### config.mk
export PLATFORM = sky130hd
export DESIGN_NAME = cook_timer
export DESIGN_NICKNAME = d
export VERILOG_FILES = /design/src/rtl/cook_timer.sv
export SDC_FILE = /design/constraint.sdc
export NUM_CORES = 1
export LEC_CHECK = 0
export BUFFER_PORTS_ARGS = -buffer_cell sky130_fd_sc_hd__buf_4
export CORE_MARGIN = 2
export CORE_UTILIZATION = 40
export CTS_BUF_LIST = sky130_fd_sc_hd__clkbuf_8
export CTS_CLUSTER_DIAMETER = 150
export DETAILED_ROUTE_END_ITERATION = 12
export HOLD_SLACK_MARGIN = 0.12
export PLACE_DENSITY = 0.65
export SETUP_SLACK_MARGIN = 0.5
export SYNTH_ARGS = -nofsm -noshare
export SYNTH_HDL_FRONTEND = slang
export SYNTH_SLANG_ARGS = --single-unit
### constraint.sdc
create_clock -name clk_1s -period 2 [get_ports clk_1s]
set_input_delay 0.2 -clock clk_1s [delete_from_list [all_inputs] [get_ports clk_1s]]
set_output_delay 0.2 -clock clk_1s [all_outputs]
set_load 0.005 [all_outputs]
### src/rtl/cook_timer.sv
// -----------------------------------------------------------------------------
// cook_timer
// Keypad-entered BCD countdown timer (MM..MSS) with pause/resume/clear.
// Digit 0 = seconds ones, digit 1 = seconds tens, digits 2..N-1 = minutes.
// State machine: IDLE (key entry) -> RUN (countdown) <-> PAUSE, RUN -> DONE
// (one-cycle completion) -> IDLE. Every output is driven from a flop.
// -----------------------------------------------------------------------------
module cook_timer #(
    parameter int NUM_DIGITS    = 4,
    parameter int TICKS_PER_SEC = 1
) (
    input  logic                    clk_1s,
    input  logic                    reset,
    input  logic                    digit_valid,
    input  logic [3:0]              digit_in,
    input  logic                    start,
    input  logic                    stop_clear,
    output logic [4*NUM_DIGITS-1:0] time_bcd,
    output logic                    running,
    output logic                    paused,
    output logic                    done,
    output logic                    entry_err
);

    localparam int TW = 4 * NUM_DIGITS;
    // Tick counter needs at least one bit even when every cycle is a tick.
    localparam int CW = (TICKS_PER_SEC > 1) ? $clog2(TICKS_PER_SEC) : 1;
    localparam logic [CW-1:0] TICK_LAST = CW'(TICKS_PER_SEC - 1);
    localparam logic [CW-1:0] TICK_ONE  = CW'(1);
    localparam logic [CW-1:0] TICK_ZERO = CW'(0);
    localparam logic [TW-1:0] TIME_ZERO = TW'(0);

    typedef enum logic [1:0] {
        ST_IDLE  = 2'd0,
        ST_RUN   = 2'd1,
        ST_PAUSE = 2'd2,
        ST_DONE  = 2'd3
    } state_t;

    state_t          state_r;
    state_t          state_s;
    logic [TW-1:0]   time_r;
    logic [TW-1:0]   time_s;
    logic [CW-1:0]   tick_r;
    logic [CW-1:0]   tick_s;
    logic            err_s;
    logic [TW-1:0]   dec_s;

    logic            running_r;
    logic            paused_r;
    logic            done_r;
    logic            entry_err_r;
    logic            running_s;
    logic            paused_s;
    logic            done_s;

    // One-second BCD decrement. Seconds ones wrap to 9, seconds tens wrap to 5,
    // minute digits wrap to 9 while the borrow ripples upward. Seconds tens
    // above 5 are deliberately left as entered and simply count down.
    function automatic logic [TW-1:0] bcd_dec(input logic [TW-1:0] t);
        logic [TW-1:0] r;
        logic          borrow;
        logic [3:0]    wrap;
        r      = t;
        borrow = 1'b1;
        for (int k = 0; k < NUM_DIGITS; k++) begin
            wrap = (k == 1) ? 4'd5 : 4'd9;
            if (borrow) begin
                if (t[4*k +: 4] != 4'd0) begin
                    r[4*k +: 4] = t[4*k +: 4] - 4'd1;
                    borrow      = 1'b0;
                end else begin
                    r[4*k +: 4] = wrap;
                end
            end else begin
                r[4*k +: 4] = t[4*k +: 4];
            end
        end
        return r;
    endfunction

    assign dec_s = bcd_dec(time_r);

    // State, time and tick registers with synchronous reset.
    always_ff @(posedge clk_1s) begin
        if (reset) begin
            state_r <= ST_IDLE;
            time_r  <= TIME_ZERO;
            tick_r  <= TICK_ZERO;
        end else begin
            state_r <= state_s;
            time_r  <= time_s;
            tick_r  <= tick_s;
        end
    end

    // Next-state logic; within a cycle stop_clear beats start beats digit_valid.
    always_comb begin
        state_s = state_r;
        time_s  = time_r;
        tick_s  = tick_r;
        err_s   = 1'b0;
        case (state_r)
            ST_IDLE: begin
                tick_s = TICK_ZERO;
                if (stop_clear) begin
                    time_s = TIME_ZERO;
                end else if (start) begin
                    if (time_r != TIME_ZERO) begin
                        state_s = ST_RUN;
                    end else begin
                        state_s = ST_IDLE;
                    end
                end else if (digit_valid) begin
                    if (digit_in <= 4'd9) begin
                        time_s = {time_r[TW-5:0], digit_in};
                    end else begin
                        err_s = 1'b1;
                    end
                end else begin
                    time_s = time_r;
                end
            end
            ST_RUN: begin
                if (stop_clear) begin
                    state_s = ST_PAUSE;
                    tick_s  = TICK_ZERO;
                end else if (tick_r == TICK_LAST) begin
                    tick_s = TICK_ZERO;
                    time_s = dec_s;
                    if (dec_s == TIME_ZERO) begin
                        state_s = ST_DONE;
                    end else begin
                        state_s = ST_RUN;
                    end
                end else begin
                    tick_s = tick_r + TICK_ONE;
                end
            end
            ST_PAUSE: begin
                tick_s = TICK_ZERO;
                if (stop_clear) begin
                    state_s = ST_IDLE;
                    time_s  = TIME_ZERO;
                end else if (start) begin
                    state_s = ST_RUN;
                end else begin
                    state_s = ST_PAUSE;
                end
            end
            ST_DONE: begin
                state_s = ST_IDLE;
                time_s  = TIME_ZERO;
                tick_s  = TICK_ZERO;
            end
            default: begin
                state_s = ST_IDLE;
                time_s  = TIME_ZERO;
                tick_s  = TICK_ZERO;
            end
        endcase
    end

    // Output decode from the upcoming state so the flops align with state_r.
    always_comb begin
        running_s = 1'b0;
        paused_s  = 1'b0;
        done_s    = 1'b0;
        case (state_s)
            ST_RUN:   running_s = 1'b1;
            ST_PAUSE: paused_s  = 1'b1;
            ST_DONE:  done_s    = 1'b1;
            default: begin
                running_s = 1'b0;
                paused_s  = 1'b0;
                done_s    = 1'b0;
            end
        endcase
    end

    // Output flags registered with synchronous reset.
    always_ff @(posedge clk_1s) begin
        if (reset) begin
            running_r   <= 1'b0;
            paused_r    <= 1'b0;
            done_r      <= 1'b0;
            entry_err_r <= 1'b0;
        end else begin
            running_r   <= running_s;
            paused_r    <= paused_s;
            done_r      <= done_s;
            entry_err_r <= err_s;
        end
    end

    assign time_bcd  = time_r;
    assign running   = running_r;
    assign paused    = paused_r;
    assign done      = done_r;
    assign entry_err = entry_err_r;

endmodule

==> reports/results.txt <==
Status - finished, final reports clean
DR iter-0 viols - 160
Crit path capture type - flop
EDFF count, synth - 0
Initial Util - 41.9%
CP max-delay cell - or4_4
Avg Cell Area, Syn - 8.29 um^2
Crit-path cells - or4_4 > nor4_4 > mux2_4 > a311oi_1
GRT Total Usage - 23.1%
Cell internal pwr - 0.924 mW
IO buf count - 28
Final Hold Slack - 225 ps
Seq/Total Area, Yosys - 31.2%
Reg2reg end - time_bcd[9]$_SDFFE_PP0P_
Per-cell routed wire length - 17.8 um
Final WL - 4700 um
Reg power frac - 36.1%
Critical Path End - time_bcd[9]$_SDFFE_PP0P_
Synth cell types - 54
Die width - 63.4 um
Stages on the worst setup path - 4
Async SR Flop Fraction - 0%
Slew HR - 72.9%
Clk pwr share - 23.6%
Critical path data arrival time - 1990 ps
Endpoints failing setup - 0
Slew @ Worst Pin - 405 ps
Total power - 1.42 mW
RR Startpoint - time_bcd[0]$_SDFFE_PP0P_
Crit start category - flop
Worst path top cell family by delay - simple AND/OR/NAND/NOR gates
Crit Path Class - flop to flop
Die Ht - 63.4 um
Largest net degree at the start of global routing - 19
Net Sw Power - 0.499 mW
Vias in the first global route - 1,589
CP peak stage delay - 600 ps
Cts bufs inserted - 3
Synth Warn # - 0
Critical Path Source - time_bcd[0]$_SDFFE_PP0P_
Hold Crit Start - digit_valid
Synthesis-to-finish area growth - 43.2%
Placed Instances - 244
Full die area - 0.00402 mm^2
Final hold violation count - 0
Final worst path period share - 90.6%
Worst endpoint required time - 2180 ps
Slew Viols, Final - 0
PD cells - 704 mW/mm^2
Worst Path Max Fanout - 6
Via density - 6.25
Fmax - 552 MHz
Syn nets - 179
Post-route insts no fill - 264
Synth Register Bits - 22
Remaining global-route overflow - 0
Initial antenna violation count - 0
Max Cap Viol - 0
Comb pwr share - 40.3%
Post-synth design cell area - 0.00141 mm^2
Ports - 29
Rows - 21
Hold Buf Count CTS - 0
Clk sink count - 22
Nets@finish - 228
Worst-path clk slew - 90 ps
Tmin final - 1810 ps
Worst vdd rail ir drop - 0.342 mV
Setup TNS - 0 ps
Mapped Cells - 170
Worst R2R Path Depth - 4
H-tree levels - 1
Share of cells above drive strength 1 - 44.0%
HPWL Detailed - 3120 um
LEAKAGE - 0.789 nW
Hold Crit Class - input pin to flop
First-pass GRT wire length - 7540 um
Root Driver - clkbuf_8
Via count of the routed design - 1,649
Most common flop cell mapped by yosys - dfxtp_1
Flop2flop setup slack - 190 ps
Worst path buffer plus inverter count - 0
RSZ-0062 raised after global routing - yes
Ant. Diodes - 0
Most frequent cells in the layout - buf_4 (53), a21oi_1 (15), dfxtp_1 (15), nor2_1 (11), nand2_1 (10)
Clock skew - 4.65 ps
Switch share - 35.1%
TritonCTS clock tree - done
ANT nets after route - 0
Clock Latency Late Sink - 270 ps
Routability cong. - 0.887
Commonest non-fill, non-tap cell in the layout - buf_4
Core Area - 0.00336 mm^2
DRT Pass-1 Iters - 4
DR DRC count - 0
Max Root-Sink Buffers - 2
[flip-flops by register name, indices dropped and copies added, names as in the netlist]
register / cells
state_r: 2
entry_err: 1
running: 1
time_bcd: 16
paused: 1
done: 1
[cell families (layout without fill, tap and decap cells)]
group / count (synthesis) / count (layout) / share of synthesized area (%)
compound gates: 61 / 61 / 32.0
buf+inv: 19 / 67 / 7.36
flops: 22 / 22 / 31.2
mux: 2 / 2 / 1.51
simple gates: 66 / 66 / 27.9
[stage by stage]
| stage | util [%] | setup WS (ps) | cell area, um^2 |
|---|---|---|---|
| floorplan | - | 137 | 1440 |
| global placement | 51.1 | 228 | 1720 |
| detailed placement | 51.1 | 163 | 1720 |
| CTS | 57.5 | 192 | 1930 |
| global route | 60.0 | 135 | 2020 |
| finish | 60.0 | 189 | 2020 |
[area by class of cell]
| cell class | instances | area [um^2] |
|---|---|---|
| Clock buffer | 4 | 55.1 |
| Fill cell | 309 | 1340 |
| Inverter | 5 | 18.8 |
| Multi-Input combinational cell | 129 | 971 |
| Sequential cell | 22 | 454 |
| Tap cell | 46 | 57.6 |
| Timing Repair Buffer | 58 | 463 |
[power by group through the flow]
stage	registers, mW	clock network [mW]	logic (mW)
finish	0.513	0.336	0.573
detailed placement	0.528	0	0.424
CTS	0.511	0.340	0.507
global route	0.519	0.362	0.604
global placement	0.525	0	0.420
floorplan	0.518	0	0.288
[metal layers]
metal / vias to the layer above / share of wire (%) / GRT usage, %
met1: 757 / 43 / 31.5
met4: 0 / 1.2 / 9.24
li1: 765 / - / -
met2: 116 / 47 / 36.7
met3: 11 / 8.8 / 2.86
met5: - / 0 / 0
[how the worst min path moves through the flow]
stage / to / depth (start not counted)
after floorplan: entry_err$_SDFF_PP0_ / 2
after global placement: time_bcd[12]$_SDFFE_PP0P_ / 2
after detailed placement: entry_err$_SDFF_PP0_ / 3
after CTS: entry_err$_SDFF_PP0_ / 3
after global routing: entry_err$_SDFF_PP0_ / 3
final: entry_err$_SDFF_PP0_ / 3
[worst reg2reg max path: stages, from the launching register on]
cell and delay (ps):
dfxtp_4 350, or4_4 600, nor4_4 220, mux2_4 330, a311oi_1 230
[cell usage after synthesis (all sizes together) (5+ instances only)]
cell	n	share of area [%]
a311oi	5	3.5
a21oi	16	5.7
dfxtp	22	31
o31ai	5	2.7
inv	5	1.3
a211oi	6	3.2
nor2	12	3.2
buf	7	4.2
nand2	10	2.7
nor3	7	2.5
nor4	7	4.6
clkbuf	7	1.9
[timing repair]
| item | in CTS | in global routing |
|---|---|---|
| pin swaps | 14 | 13 |
| endpoints found under the hold margin | 0 | 0 |
| resized for setup | 16 | 13 |
| setup endpoints to repair | 19 | 21 |
| setup buffers | 13 | 3 |
Note: power is estimated with default switching activity, not from simulation.
